### src/rtl/ovi_issue_tracker_if.sv
// Core/OVI signal bundle for the issue tracker. The tracker connects through
// the master modport and the core/VPU side through the slave modport.
interface ovi_issue_tracker_if #(
  parameter int SBID_W = 5
);
  logic              CORE_ISSUE_VALID;
  logic [31:0]       CORE_ISSUE_INSTR;
  logic [2:0]        CORE_ISSUE_SEW;
  logic [14:0]       CORE_ISSUE_VL;
  logic              CORE_FENCE;
  logic              CORE_HALT;
  logic              CORE_COMPLETED_VALID;
  logic [63:0]       CORE_COMPLETED_DATA;
  logic [SBID_W-1:0] CORE_COMPLETED_SBID;

  logic              VPU_ISSUE_VALID;
  logic [31:0]       VPU_ISSUE_INSTR;
  logic [SBID_W-1:0] VPU_ISSUE_SBID;
  logic [2:0]        VPU_ISSUE_VSEW;
  logic [14:0]       VPU_ISSUE_VL;
  logic [13:0]       VPU_ISSUE_VSTART;
  logic [1:0]        VPU_ISSUE_VXRM;
  logic [2:0]        VPU_ISSUE_FRM;
  logic [2:0]        VPU_ISSUE_VLMUL;
  logic              VPU_ISSUE_VILL;
  logic [63:0]       VPU_ISSUE_SCALAR_OPND;
  logic              VPU_ISSUE_CREDIT;

  logic              VPU_DISPATCH_NEXT_SENIOR;
  logic              VPU_DISPATCH_KILL;
  logic [SBID_W-1:0] VPU_DISPATCH_SBID;

  logic              VPU_COMPLETED_VALID;
  logic [SBID_W-1:0] VPU_COMPLETED_SBID;
  logic [63:0]       VPU_COMPLETED_DEST;

  modport master (
    input  CORE_ISSUE_VALID, CORE_ISSUE_INSTR, CORE_ISSUE_SEW, CORE_ISSUE_VL, CORE_FENCE,
    output CORE_HALT, CORE_COMPLETED_VALID, CORE_COMPLETED_DATA, CORE_COMPLETED_SBID,
    output VPU_ISSUE_VALID, VPU_ISSUE_INSTR, VPU_ISSUE_SBID, VPU_ISSUE_VSEW, VPU_ISSUE_VL,
    output VPU_ISSUE_VSTART, VPU_ISSUE_VXRM, VPU_ISSUE_FRM, VPU_ISSUE_VLMUL, VPU_ISSUE_VILL,
    output VPU_ISSUE_SCALAR_OPND,
    input  VPU_ISSUE_CREDIT,
    output VPU_DISPATCH_NEXT_SENIOR, VPU_DISPATCH_KILL, VPU_DISPATCH_SBID,
    input  VPU_COMPLETED_VALID, VPU_COMPLETED_SBID, VPU_COMPLETED_DEST
  );

  modport slave (
    output CORE_ISSUE_VALID, CORE_ISSUE_INSTR, CORE_ISSUE_SEW, CORE_ISSUE_VL, CORE_FENCE,
    input  CORE_HALT, CORE_COMPLETED_VALID, CORE_COMPLETED_DATA, CORE_COMPLETED_SBID,
    input  VPU_ISSUE_VALID, VPU_ISSUE_INSTR, VPU_ISSUE_SBID, VPU_ISSUE_VSEW, VPU_ISSUE_VL,
    input  VPU_ISSUE_VSTART, VPU_ISSUE_VXRM, VPU_ISSUE_FRM, VPU_ISSUE_VLMUL, VPU_ISSUE_VILL,
    input  VPU_ISSUE_SCALAR_OPND,
    output VPU_ISSUE_CREDIT,
    input  VPU_DISPATCH_NEXT_SENIOR, VPU_DISPATCH_KILL, VPU_DISPATCH_SBID,
    output VPU_COMPLETED_VALID, VPU_COMPLETED_SBID, VPU_COMPLETED_DEST
  );
endinterface

### src/rtl/ovi_issue_tracker.sv
// OVI issue tracker: credit counting, sb_id scoreboard, registered dispatch
// and completion forwarding between a scalar core and a vector unit.
module ovi_issue_tracker #(
  parameter int MAX_CREDITS     = 4,
  parameter int MAX_OUTSTANDING = 4,
  parameter int SBID_W          = 5,
  localparam int CW = $clog2(MAX_CREDITS + 1),
  localparam int OW = $clog2(MAX_OUTSTANDING + 1)
) (
  input  logic                   CLK,
  input  logic                   RST,
  ovi_issue_tracker_if.master    bus,
  output logic [OW-1:0]          OUTSTANDING,
  output logic                   ERR
);

  logic [CW-1:0]              credits_q, credits_d;
  logic [MAX_OUTSTANDING-1:0] alloc_q, alloc_d;
  logic [OW-1:0]              outstanding_q, outstanding_d;
  logic                       err_q, err_d;
  logic                       disp_valid_q, disp_valid_d;
  logic [SBID_W-1:0]          disp_sbid_q, disp_sbid_d;
  logic                       cmpl_valid_q, cmpl_valid_d;
  logic [SBID_W-1:0]          cmpl_sbid_q, cmpl_sbid_d;
  logic [63:0]                cmpl_data_q, cmpl_data_d;

  logic              free_any;
  logic [SBID_W-1:0] free_idx;
  logic              cmpl_hit;
  logic              cmpl_ok;
  logic              fence_block;
  logic              halt;
  logic              acc;

  always_comb begin
    free_any = 1'b0;
    free_idx = '0;
    cmpl_hit = 1'b0;
    for (int unsigned i = 0; i < MAX_OUTSTANDING; i++) begin
      if (!alloc_q[i] && !free_any) begin
        free_any = 1'b1;
        free_idx = SBID_W'(i);
      end
      // Out-of-range ids never match any index, so they fall into the error path.
      if (bus.VPU_COMPLETED_SBID == SBID_W'(i) && alloc_q[i]) cmpl_hit = 1'b1;
    end
    cmpl_ok     = bus.VPU_COMPLETED_VALID && cmpl_hit;
    fence_block = bus.CORE_FENCE && (outstanding_q != '0);
    halt        = (credits_q == '0) || !free_any || fence_block;
    acc         = bus.CORE_ISSUE_VALID && !halt && !RST;

    // Free and allocate both look at pre-edge state, so they never target the same entry.
    alloc_d = alloc_q;
    for (int unsigned i = 0; i < MAX_OUTSTANDING; i++) begin
      if (cmpl_ok && bus.VPU_COMPLETED_SBID == SBID_W'(i)) alloc_d[i] = 1'b0;
      if (acc && free_idx == SBID_W'(i)) alloc_d[i] = 1'b1;
    end
    outstanding_d = outstanding_q + OW'(acc) - OW'(cmpl_ok);

    err_d     = err_q;
    credits_d = credits_q;
    if (bus.VPU_COMPLETED_VALID && !cmpl_hit) err_d = 1'b1;
    if (acc && !bus.VPU_ISSUE_CREDIT) begin
      credits_d = credits_q - CW'(1);
    end else if (!acc && bus.VPU_ISSUE_CREDIT) begin
      if (credits_q == CW'(MAX_CREDITS)) err_d = 1'b1;
      else                               credits_d = credits_q + CW'(1);
    end

    disp_valid_d = acc;
    disp_sbid_d  = acc ? free_idx : '0;
    cmpl_valid_d = cmpl_ok;
    cmpl_sbid_d  = cmpl_ok ? bus.VPU_COMPLETED_SBID : '0;
    cmpl_data_d  = cmpl_ok ? bus.VPU_COMPLETED_DEST : '0;
  end

  always_ff @(posedge CLK or posedge RST) begin
    if (RST) begin
      credits_q     <= CW'(MAX_CREDITS);
      alloc_q       <= '0;
      outstanding_q <= '0;
      err_q         <= 1'b0;
      disp_valid_q  <= 1'b0;
      disp_sbid_q   <= '0;
      cmpl_valid_q  <= 1'b0;
      cmpl_sbid_q   <= '0;
      cmpl_data_q   <= '0;
    end else begin
      credits_q     <= credits_d;
      alloc_q       <= alloc_d;
      outstanding_q <= outstanding_d;
      err_q         <= err_d;
      disp_valid_q  <= disp_valid_d;
      disp_sbid_q   <= disp_sbid_d;
      cmpl_valid_q  <= cmpl_valid_d;
      cmpl_sbid_q   <= cmpl_sbid_d;
      cmpl_data_q   <= cmpl_data_d;
    end
  end

  assign bus.CORE_HALT             = halt;
  assign bus.CORE_COMPLETED_VALID  = cmpl_valid_q;
  assign bus.CORE_COMPLETED_DATA   = cmpl_data_q;
  assign bus.CORE_COMPLETED_SBID   = cmpl_sbid_q;

  assign bus.VPU_ISSUE_VALID       = acc;
  assign bus.VPU_ISSUE_INSTR       = bus.CORE_ISSUE_INSTR;
  assign bus.VPU_ISSUE_SBID        = free_idx;
  assign bus.VPU_ISSUE_VSEW        = bus.CORE_ISSUE_SEW;
  assign bus.VPU_ISSUE_VL          = bus.CORE_ISSUE_VL;
  assign bus.VPU_ISSUE_VSTART      = '0;
  assign bus.VPU_ISSUE_VXRM        = '0;
  assign bus.VPU_ISSUE_FRM         = '0;
  assign bus.VPU_ISSUE_VLMUL       = '0;
  assign bus.VPU_ISSUE_VILL        = 1'b0;
  assign bus.VPU_ISSUE_SCALAR_OPND = '0;

  assign bus.VPU_DISPATCH_NEXT_SENIOR = disp_valid_q;
  assign bus.VPU_DISPATCH_KILL        = 1'b0;
  assign bus.VPU_DISPATCH_SBID        = disp_sbid_q;

  assign OUTSTANDING = outstanding_q;
  assign ERR         = err_q;

endmodule

### src/flat_wrapper.sv
// flat-port wrapper written by rule: the top's interface ports become plain ports
module ovi_issue_tracker_flat 
#(
  parameter int MAX_CREDITS     = 4,
  parameter int MAX_OUTSTANDING = 4,
  parameter int SBID_W          = 5,
  localparam int CW = $clog2(MAX_CREDITS + 1),
  localparam int OW = $clog2(MAX_OUTSTANDING + 1)
)
  (CLK, RST, OUTSTANDING, ERR, bus_CORE_ISSUE_VALID, bus_CORE_ISSUE_INSTR, bus_CORE_ISSUE_SEW, bus_CORE_ISSUE_VL, bus_CORE_FENCE, bus_CORE_HALT, bus_CORE_COMPLETED_VALID, bus_CORE_COMPLETED_DATA, bus_CORE_COMPLETED_SBID, bus_VPU_ISSUE_VALID, bus_VPU_ISSUE_INSTR, bus_VPU_ISSUE_SBID, bus_VPU_ISSUE_VSEW, bus_VPU_ISSUE_VL, bus_VPU_ISSUE_VSTART, bus_VPU_ISSUE_VXRM, bus_VPU_ISSUE_FRM, bus_VPU_ISSUE_VLMUL, bus_VPU_ISSUE_VILL, bus_VPU_ISSUE_SCALAR_OPND, bus_VPU_ISSUE_CREDIT, bus_VPU_DISPATCH_NEXT_SENIOR, bus_VPU_DISPATCH_KILL, bus_VPU_DISPATCH_SBID, bus_VPU_COMPLETED_VALID, bus_VPU_COMPLETED_SBID, bus_VPU_COMPLETED_DEST);
  ovi_issue_tracker_if #(.SBID_W(SBID_W)) bus_i ();
  input  logic CLK;
  input  logic RST;
  output logic [OW-1:0] OUTSTANDING;
  output logic ERR;
  input wire logic [$bits(bus_i.CORE_ISSUE_VALID)-1:0] bus_CORE_ISSUE_VALID;
  input wire logic [$bits(bus_i.CORE_ISSUE_INSTR)-1:0] bus_CORE_ISSUE_INSTR;
  input wire logic [$bits(bus_i.CORE_ISSUE_SEW)-1:0] bus_CORE_ISSUE_SEW;
  input wire logic [$bits(bus_i.CORE_ISSUE_VL)-1:0] bus_CORE_ISSUE_VL;
  input wire logic [$bits(bus_i.CORE_FENCE)-1:0] bus_CORE_FENCE;
  output wire logic [$bits(bus_i.CORE_HALT)-1:0] bus_CORE_HALT;
  output wire logic [$bits(bus_i.CORE_COMPLETED_VALID)-1:0] bus_CORE_COMPLETED_VALID;
  output wire logic [$bits(bus_i.CORE_COMPLETED_DATA)-1:0] bus_CORE_COMPLETED_DATA;
  output wire logic [$bits(bus_i.CORE_COMPLETED_SBID)-1:0] bus_CORE_COMPLETED_SBID;
  output wire logic [$bits(bus_i.VPU_ISSUE_VALID)-1:0] bus_VPU_ISSUE_VALID;
  output wire logic [$bits(bus_i.VPU_ISSUE_INSTR)-1:0] bus_VPU_ISSUE_INSTR;
  output wire logic [$bits(bus_i.VPU_ISSUE_SBID)-1:0] bus_VPU_ISSUE_SBID;
  output wire logic [$bits(bus_i.VPU_ISSUE_VSEW)-1:0] bus_VPU_ISSUE_VSEW;
  output wire logic [$bits(bus_i.VPU_ISSUE_VL)-1:0] bus_VPU_ISSUE_VL;
  output wire logic [$bits(bus_i.VPU_ISSUE_VSTART)-1:0] bus_VPU_ISSUE_VSTART;
  output wire logic [$bits(bus_i.VPU_ISSUE_VXRM)-1:0] bus_VPU_ISSUE_VXRM;
  output wire logic [$bits(bus_i.VPU_ISSUE_FRM)-1:0] bus_VPU_ISSUE_FRM;
  output wire logic [$bits(bus_i.VPU_ISSUE_VLMUL)-1:0] bus_VPU_ISSUE_VLMUL;
  output wire logic [$bits(bus_i.VPU_ISSUE_VILL)-1:0] bus_VPU_ISSUE_VILL;
  output wire logic [$bits(bus_i.VPU_ISSUE_SCALAR_OPND)-1:0] bus_VPU_ISSUE_SCALAR_OPND;
  input wire logic [$bits(bus_i.VPU_ISSUE_CREDIT)-1:0] bus_VPU_ISSUE_CREDIT;
  output wire logic [$bits(bus_i.VPU_DISPATCH_NEXT_SENIOR)-1:0] bus_VPU_DISPATCH_NEXT_SENIOR;
  output wire logic [$bits(bus_i.VPU_DISPATCH_KILL)-1:0] bus_VPU_DISPATCH_KILL;
  output wire logic [$bits(bus_i.VPU_DISPATCH_SBID)-1:0] bus_VPU_DISPATCH_SBID;
  input wire logic [$bits(bus_i.VPU_COMPLETED_VALID)-1:0] bus_VPU_COMPLETED_VALID;
  input wire logic [$bits(bus_i.VPU_COMPLETED_SBID)-1:0] bus_VPU_COMPLETED_SBID;
  input wire logic [$bits(bus_i.VPU_COMPLETED_DEST)-1:0] bus_VPU_COMPLETED_DEST;
  assign bus_i.CORE_ISSUE_VALID = bus_CORE_ISSUE_VALID;
  assign bus_i.CORE_ISSUE_INSTR = bus_CORE_ISSUE_INSTR;
  assign bus_i.CORE_ISSUE_SEW = bus_CORE_ISSUE_SEW;
  assign bus_i.CORE_ISSUE_VL = bus_CORE_ISSUE_VL;
  assign bus_i.CORE_FENCE = bus_CORE_FENCE;
  assign bus_CORE_HALT = bus_i.CORE_HALT;
  assign bus_CORE_COMPLETED_VALID = bus_i.CORE_COMPLETED_VALID;
  assign bus_CORE_COMPLETED_DATA = bus_i.CORE_COMPLETED_DATA;
  assign bus_CORE_COMPLETED_SBID = bus_i.CORE_COMPLETED_SBID;
  assign bus_VPU_ISSUE_VALID = bus_i.VPU_ISSUE_VALID;
  assign bus_VPU_ISSUE_INSTR = bus_i.VPU_ISSUE_INSTR;
  assign bus_VPU_ISSUE_SBID = bus_i.VPU_ISSUE_SBID;
  assign bus_VPU_ISSUE_VSEW = bus_i.VPU_ISSUE_VSEW;
  assign bus_VPU_ISSUE_VL = bus_i.VPU_ISSUE_VL;
  assign bus_VPU_ISSUE_VSTART = bus_i.VPU_ISSUE_VSTART;
  assign bus_VPU_ISSUE_VXRM = bus_i.VPU_ISSUE_VXRM;
  assign bus_VPU_ISSUE_FRM = bus_i.VPU_ISSUE_FRM;
  assign bus_VPU_ISSUE_VLMUL = bus_i.VPU_ISSUE_VLMUL;
  assign bus_VPU_ISSUE_VILL = bus_i.VPU_ISSUE_VILL;
  assign bus_VPU_ISSUE_SCALAR_OPND = bus_i.VPU_ISSUE_SCALAR_OPND;
  assign bus_i.VPU_ISSUE_CREDIT = bus_VPU_ISSUE_CREDIT;
  assign bus_VPU_DISPATCH_NEXT_SENIOR = bus_i.VPU_DISPATCH_NEXT_SENIOR;
  assign bus_VPU_DISPATCH_KILL = bus_i.VPU_DISPATCH_KILL;
  assign bus_VPU_DISPATCH_SBID = bus_i.VPU_DISPATCH_SBID;
  assign bus_i.VPU_COMPLETED_VALID = bus_VPU_COMPLETED_VALID;
  assign bus_i.VPU_COMPLETED_SBID = bus_VPU_COMPLETED_SBID;
  assign bus_i.VPU_COMPLETED_DEST = bus_VPU_COMPLETED_DEST;
  ovi_issue_tracker #(.MAX_CREDITS(MAX_CREDITS), .MAX_OUTSTANDING(MAX_OUTSTANDING), .SBID_W(SBID_W)) u_core (.CLK(CLK), .RST(RST), .bus(bus_i), .OUTSTANDING(OUTSTANDING), .ERR(ERR));
endmodule
### config.mk
export PLATFORM = sky130hd
export DESIGN_NAME = ovi_issue_tracker_flat
export DESIGN_NICKNAME = d
export VERILOG_FILES = /design/src/rtl/ovi_issue_tracker_if.sv /design/src/rtl/ovi_issue_tracker.sv /design/src/flat_wrapper.sv
export SDC_FILE = /design/constraint.sdc
export NUM_CORES = 1
export LEC_CHECK = 0
export CAP_MARGIN = 25
export CORE_AREA = 2 2 136 138
export CTS_CLUSTER_DIAMETER = 30
export DETAILED_ROUTE_END_ITERATION = 6
export DIE_AREA = 0 0 138 140
export SLEW_MARGIN = 15
export SYNTH_ARGS = -nofsm -noshare
export SYNTH_HDL_FRONTEND = slang
export SYNTH_SLANG_ARGS = --single-unit
### constraint.sdc
create_clock -name CLK -period 5.52 [get_ports CLK]
set_input_delay 0.552 -clock CLK [delete_from_list [all_inputs] [get_ports CLK]]
set_output_delay 0.552 -clock CLK [all_outputs]
set_load 0.01 [all_outputs]
# Word level (Yosys, flattened, before mapping)
# Cells that the tools add are included.
[totals] reg_bits=87 in_bits=125 output_inout_bits=225 elab_cells=98
[classes] addsub=4 eq_ne=8 mux=29 reduce_logical=45
[op_table] cell="64-bit 2-to-1 mux" count=1
[op_table] cell="1-bit logical AND" count=22
[op_table] cell="1-bit 2-to-1 mux" count=21
[op_table] cell="1-bit zero test" count=11
[op_table] cell="5-bit by 2-bit == test with 1-bit output, second input constant" count=2
[op_table] cell="5-bit zero test" count=2
[op_table] cell="2-bit nonzero test" count=5
[op_table] cell="3-bit 2-to-1 mux" count=3
[op_table] cell="2-bit 2-to-1 mux" count=3
[op_table] cell="5-bit by 1-bit == test with 1-bit output, second input constant" count=1
[op_table] cell="5-bit 2-to-1 mux" count=1
[op_table] cell="2-bit == test, second input constant" count=2
[op_table] cell="3-bit by 1-bit adder with 3-bit output" count=1
[op_table] cell="3-bit by 1-bit adder with 3-bit output, second input constant" count=1
[op_table] cell="3-bit == test, second input constant" count=1
[op_table] cell="3-bit zero test" count=1
[op_table] cell="3-bit nonzero test" count=1
[op_table] cell="3-bit by 1-bit subtractor with 3-bit output" count=1
[op_table] cell="3-bit by 1-bit subtractor with 3-bit output, second input constant" count=1
[op_table] cell="2-bit by 1-bit == test with 1-bit output, second input constant" count=1
[op_table] cell="1-bit logical OR" count=2
[op_table] cell="2-bit by 1-bit inequality test with 1-bit output, second input constant" count=1
[op_table] cell="2-bit AND reduction" count=1

# Longest topological paths before layout
[logic_depth] word_depth=19 mapped_depth=10 mapped_depth_nobuf=9

# Worst setup path before layout
# OpenSTA, ideal clock, no wires.
[synth_path] path_type="register -> register" start="reg u_core.credits_q[2]" end="reg u_core.credits_q[2]" setup_time_ns=0.085 t_arrival_ns=2.710 t_required_ns=5.435 slack_ns=2.725 path_stages_with_launch=11 n_path_buf=1 period_less_slack_ns=2.795 cell_sequence="dfstp_2 -> clkbuf_1 -> or3_1 -> nand4_1 -> inv_1 -> ha_1 -> inv_1 -> fa_1 -> or3b_2 -> o221ai_1 -> a2bb2oi_1"
[synth_via] elab_chain_len=10 elab_cells_between_ends=18 cone_classes="2 x add/sub; 2 x eq/ne; 3 x mux; 11 x reduce/logical"
[synth_lines] element="start, declared" line_no="ovi_issue_tracker.sv:17" source="logic [CW-1:0] credits_q, credits_d;"
[synth_lines] element="start signal, assigned" line_no="ovi_issue_tracker.sv:79" source="credits_q <= CW'(MAX_CREDITS);"
[synth_lines] element="start signal, assigned" line_no="ovi_issue_tracker.sv:89" source="credits_q <= credits_d;"
[synth_lines] element="3-bit zero test (*)" line_no="ovi_issue_tracker.sv:49" source="halt = (credits_q == '0) || !free_any || fence_block;"
[synth_lines] element="1-bit logical OR (*) (2 in series)" line_no="ovi_issue_tracker.sv:49"
[synth_lines] element="1-bit zero test (*)" line_no="ovi_issue_tracker.sv:50" source="acc = bus.CORE_ISSUE_VALID && !halt && !RST;"
[synth_lines] element="1-bit logical AND (*) (2 in series)" line_no="ovi_issue_tracker.sv:50"
[synth_lines] element="named net bus_VPU_ISSUE_VALID" line_no="flat_wrapper.sv:25" source="output wire logic [$bits(bus_i.VPU_ISSUE_VALID)-1:0] bus_VPU_ISSUE_VALID;"
[synth_lines] element="1-bit zero test" line_no="ovi_issue_tracker.sv:65" source="end else if (!acc && bus.VPU_ISSUE_CREDIT) begin"
[synth_lines] element="1-bit logical AND" line_no="ovi_issue_tracker.sv:65"
[synth_lines] element="2-bit nonzero test (no line)"
[synth_lines] element="2-bit AND reduction (no line)"
# Mark *: on every way through the listed nets, which the timed path passes. The rest lies on a longest branch. The select of a mux whose other input is x is not followed.
# A chain may end at the register's enable or synchronous reset.

# Final worst setup path
[layout_path] start="reg u_core.outstanding_q[1], in the netlist u_core.OUTSTANDING[1]" end="reg u_core.credits_q[2]"
[layout_via] elab_chain_len=10 elab_cells_between_ends=13 cone_classes="1 x eq/ne; 1 x mux; 11 x reduce/logical"
[layout_lines] element="start, declared" line_no="ovi_issue_tracker.sv:19" source="logic [OW-1:0] outstanding_q, outstanding_d;"
[layout_lines] element="start signal, assigned" line_no="ovi_issue_tracker.sv:91" source="outstanding_q <= outstanding_d;"
[layout_lines] element="3-bit nonzero test (*)" line_no="ovi_issue_tracker.sv:48" source="fence_block = bus.CORE_FENCE && (outstanding_q != '0);"
[layout_lines] element="1-bit logical AND (*)" line_no="ovi_issue_tracker.sv:48"
[layout_lines] element="1-bit logical OR (*)" line_no="ovi_issue_tracker.sv:49"
[layout_lines] element="1-bit zero test (*)" line_no="ovi_issue_tracker.sv:50"
[layout_lines] element="1-bit logical AND (*) (2 in series)" line_no="ovi_issue_tracker.sv:50"
[layout_lines] element="1-bit zero test" line_no="ovi_issue_tracker.sv:65"
[layout_lines] element="1-bit logical AND" line_no="ovi_issue_tracker.sv:65"
[layout_lines] element="2-bit nonzero test (no line)"
[layout_lines] element="2-bit AND reduction (no line)"
# Every way passes the cells marked *; elsewhere a longest branch is shown, timed or not.

==> impl_metrics.ini <==
[worst_setup_path]
path_delay_family = simple AND/OR/NAND/NOR gates
cp.arrival_ns = 3.37
end_kind = flip-flop
crit_type = flip-flop to flip-flop
crit_top_cell = inv_1
startpoint_type = flip-flop
cp_num_buf_inv = 2
slowest_delay_ns = 0.51
slowest_stage = or3b_2
critical_path.max_fanout = 8
crit_chain = o31ai_1 > nand4_1 > inv_1 > ha_1 > inv_1 > fa_1 > or3b_2 > o221ai_1 > a2bb2oi_1
crit_required_ns = 5.77

[sta]
fmax_ghz = 0.320
rsz0062_at_grt = false
setup_viol = 0
period_needed_ns = 3.12
max_slew_margin_pct = 64.7
slew_viol_final = 0
worstMarginPinSlew_ns = 0.530
fin_setup_tns_ns = 0
fin_crit_sh_pct = 56.5
clock_skew_ns = 0.0106
layout_setup_ws_ns = 2.40
hold_violations = 0

[cts]
clockBufferDepth = 2
holdBufCountCts = 0
cts_setup_buffers = 0
path_clk_slew_ns = 0.07
cts_resized = 0
numCtsBuffers = 9
clk_latency_ns = 0.33
root_buffer = clkbuf_16
clock-sinks = 84
cts_tree = done
cts_max_level = 3

[detailed_routing]
wl_mm = 9.48
viasPerCell = 3.53
drt_iter0_drc = 50
vias = 2510
ant_nets = 0
firstDrtPassIters = 4
detail_route.wl_per_cell_um = 13.3
drc = 0

[final_layout]
final_area_um2 = 5510
final_cells = 711
final_nets = 608
antenna_cells = 0
syn_to_final_growth_pct = 34.0
drive_gt1_share_pct = 4.98
fillerInstances = 1810

[synthesis]
synth_seq_cells = 84
synth.top_cells.by_count = buf_4 (144), dfrtp_1 (83), and2_1 (65), inv_1 (14), o31ai_1 (7)
netlist_area_um2 = 4120
synth_edf_count = 0
synthTopCellsByArea = dfrtp_1 (50%), buf_4 (26%), and2_1 (9.9%)
ys_warn_count = 0
ys_seq_area_share_pct = 51.1
yosysMostFrequentCell = buf_4
synth_top_area_cell = dfrtp_1
syn_area_per_cell_um2 = 11.3
netlist_instances = 365
ys.flop_type = dfrtp_1
synth.distinct_cells = 36
synth_top_area_share_pct = 50.5
async_reset_ff_share_pct = 100

[power_and_ir_drop]
p_comb_share_pct = 22.8
p_leak_nw = 2.60
netSwitchingFraction_pct = 28.7
vdd_drop_max_mv = 0.166
p_int_mw = 1.24
p_total_mw = 1.74
clkPwrFrac_pct = 35.6
power_frac_seq_pct = 41.6
p_switching_uw = 500
powerDensity_nw_per_um2 = 315

[hold_path]
worstHoldPathType = primary input to asynchronous set/reset pin

[floorplan]
rows = 49
die_x_um = 138
ioPinCount = 350
core_um2 = 17800
initial_core_util_pct = 23.2
die_h_um = 140
fp.dieArea_um2 = 19300

[grt]
grt_max_degree = 82
overflow = 0
track_usage_pct = 9.71
antenna_found_initial = 0
first_global_vias = 2528
grt_first_pass_wirelength_mm = 14.6

[placed_design]
portBuffers = 155
dpl.hpwl_mm = 7.41
dp.cells = 694
placed_cell_area_um2 = 5170
gp_congestion = 0.831
pre_cts_slack_ns = 2.02

[job]
cap_violations = 0

[outcome]
status = finished, final reports clean
## power by group through the flow
stage | combinational (mW) | sequential (mW) | clock (mW)
final | 0.396 | 0.724 | 0.620
after global routing | 0.438 | 0.731 | 0.673
after CTS | 0.398 | 0.723 | 0.644
after detailed placement | 0.395 | 0.735 | 0
after global placement | 0.383 | 0.733 | 0
after floorplan | 0.286 | 0.734 | 0
## worst paths after layout
kind,to,cells past startpoint,slack (ns),from
max,u_core.credits_q[2],9,2.40,u_core.OUTSTANDING[1]
min,u_core.OUTSTANDING[2],2,0.44,RST
max reg2reg,u_core.credits_q[2],9,2.40,u_core.OUTSTANDING[1]
min reg2reg,u_core.ERR,1,0.51,u_core.ERR
max in group asynchronous,u_core.bus.CORE_COMPLETED_DATA[8],4,4.25,RST
min in group CLK,u_core.ERR,1,0.51,u_core.ERR
## area by class of cell
class,count,area [µm²],area share (%)
Inverter,14,53.8,0.976
Multi-Input combinational cell,211,1170,21.2
Clock buffer,9,225,4.08
Timing Repair Buffer,157,1590,28.8
Clock inverter,7,87.6,1.59
Tap cell,229,287,5.20
Sequential cell,84,2100,38.1
## worst reg2reg max path, stage by stage (launching register included)
cell and delay (ns):
dfrtp_1 0.40, o31ai_1 0.39, nand4_1 0.42, inv_1 0.22
ha_1 0.22, inv_1 0.11, fa_1 0.49, or3b_2 0.51
o221ai_1 0.18, a2bb2oi_1 0.09
## stage by stage
step	util, %	hold WS [ns]
floorplan	-	0.514
global placement	29.1	0.496
detailed placement	29.1	0.516
CTS	30.9	0.427
global route	31.0	0.441
finish	31.0	0.438
## sequential cells by signal (all words and copies together), names as in the netlist
| signal | flops |
|---|---|
| u_core.ERR | 1 |
| u_core.bus.VPU_DISPATCH_SBID | 2 |
| u_core.bus.CORE_COMPLETED_VALID | 1 |
| u_core.bus.CORE_COMPLETED_DATA | 64 |
| u_core.alloc_q | 4 |
| u_core.bus.CORE_COMPLETED_SBID | 5 |
| u_core.credits_q | 3 |
| u_core.OUTSTANDING | 3 |
| u_core.bus.VPU_DISPATCH_NEXT_SENIOR | 1 |
## kinds of logic after synthesis
group	after synthesis	share of synthesized area, %
flip-flops	84	51.1
adder cells (fa/ha/maj)	6	2.19
other	1	0.0911
AND/OR/NAND/NOR	86	13.1
multiplexers	2	0.790
buffers and inverters	166	29.2
AO/OA/AOI/OAI	18	3.13
XOR/XNOR	2	0.426
## layout by cell type, fill, tap and decap left out, drive strengths merged, types with 2 or more instances in the layout
master	synthesis	final
clkbuf	2	9
and3	2	2
xnor2	2	2
ha	4	4
fa	2	2
or3b	2	2
conb	1	97
nor2b	2	2
o31ai	7	7
inv	14	19
nor2	2	2
clkdlybuf4s50	0	155
dfrtp	83	83
nand4	3	3
a21oi	4	4
and2	65	65
nand2	2	2
nor3	3	3
buf	150	2
## metal layers
| metal | vias to the layer above | global-route usage, % | routed length, µm |
|---|---|---|---|
| met2 | 196 | 15.1 | 4340 |
| met1 | 1158 | 11.0 | 3640 |
| met5 | - | 0 | 0 |
| met3 | 32 | 4.41 | 1110 |
| li1 | 1124 | - | - |
| met4 | 0 | 5.85 | 396 |
Power figures use the tool's default switching activity.
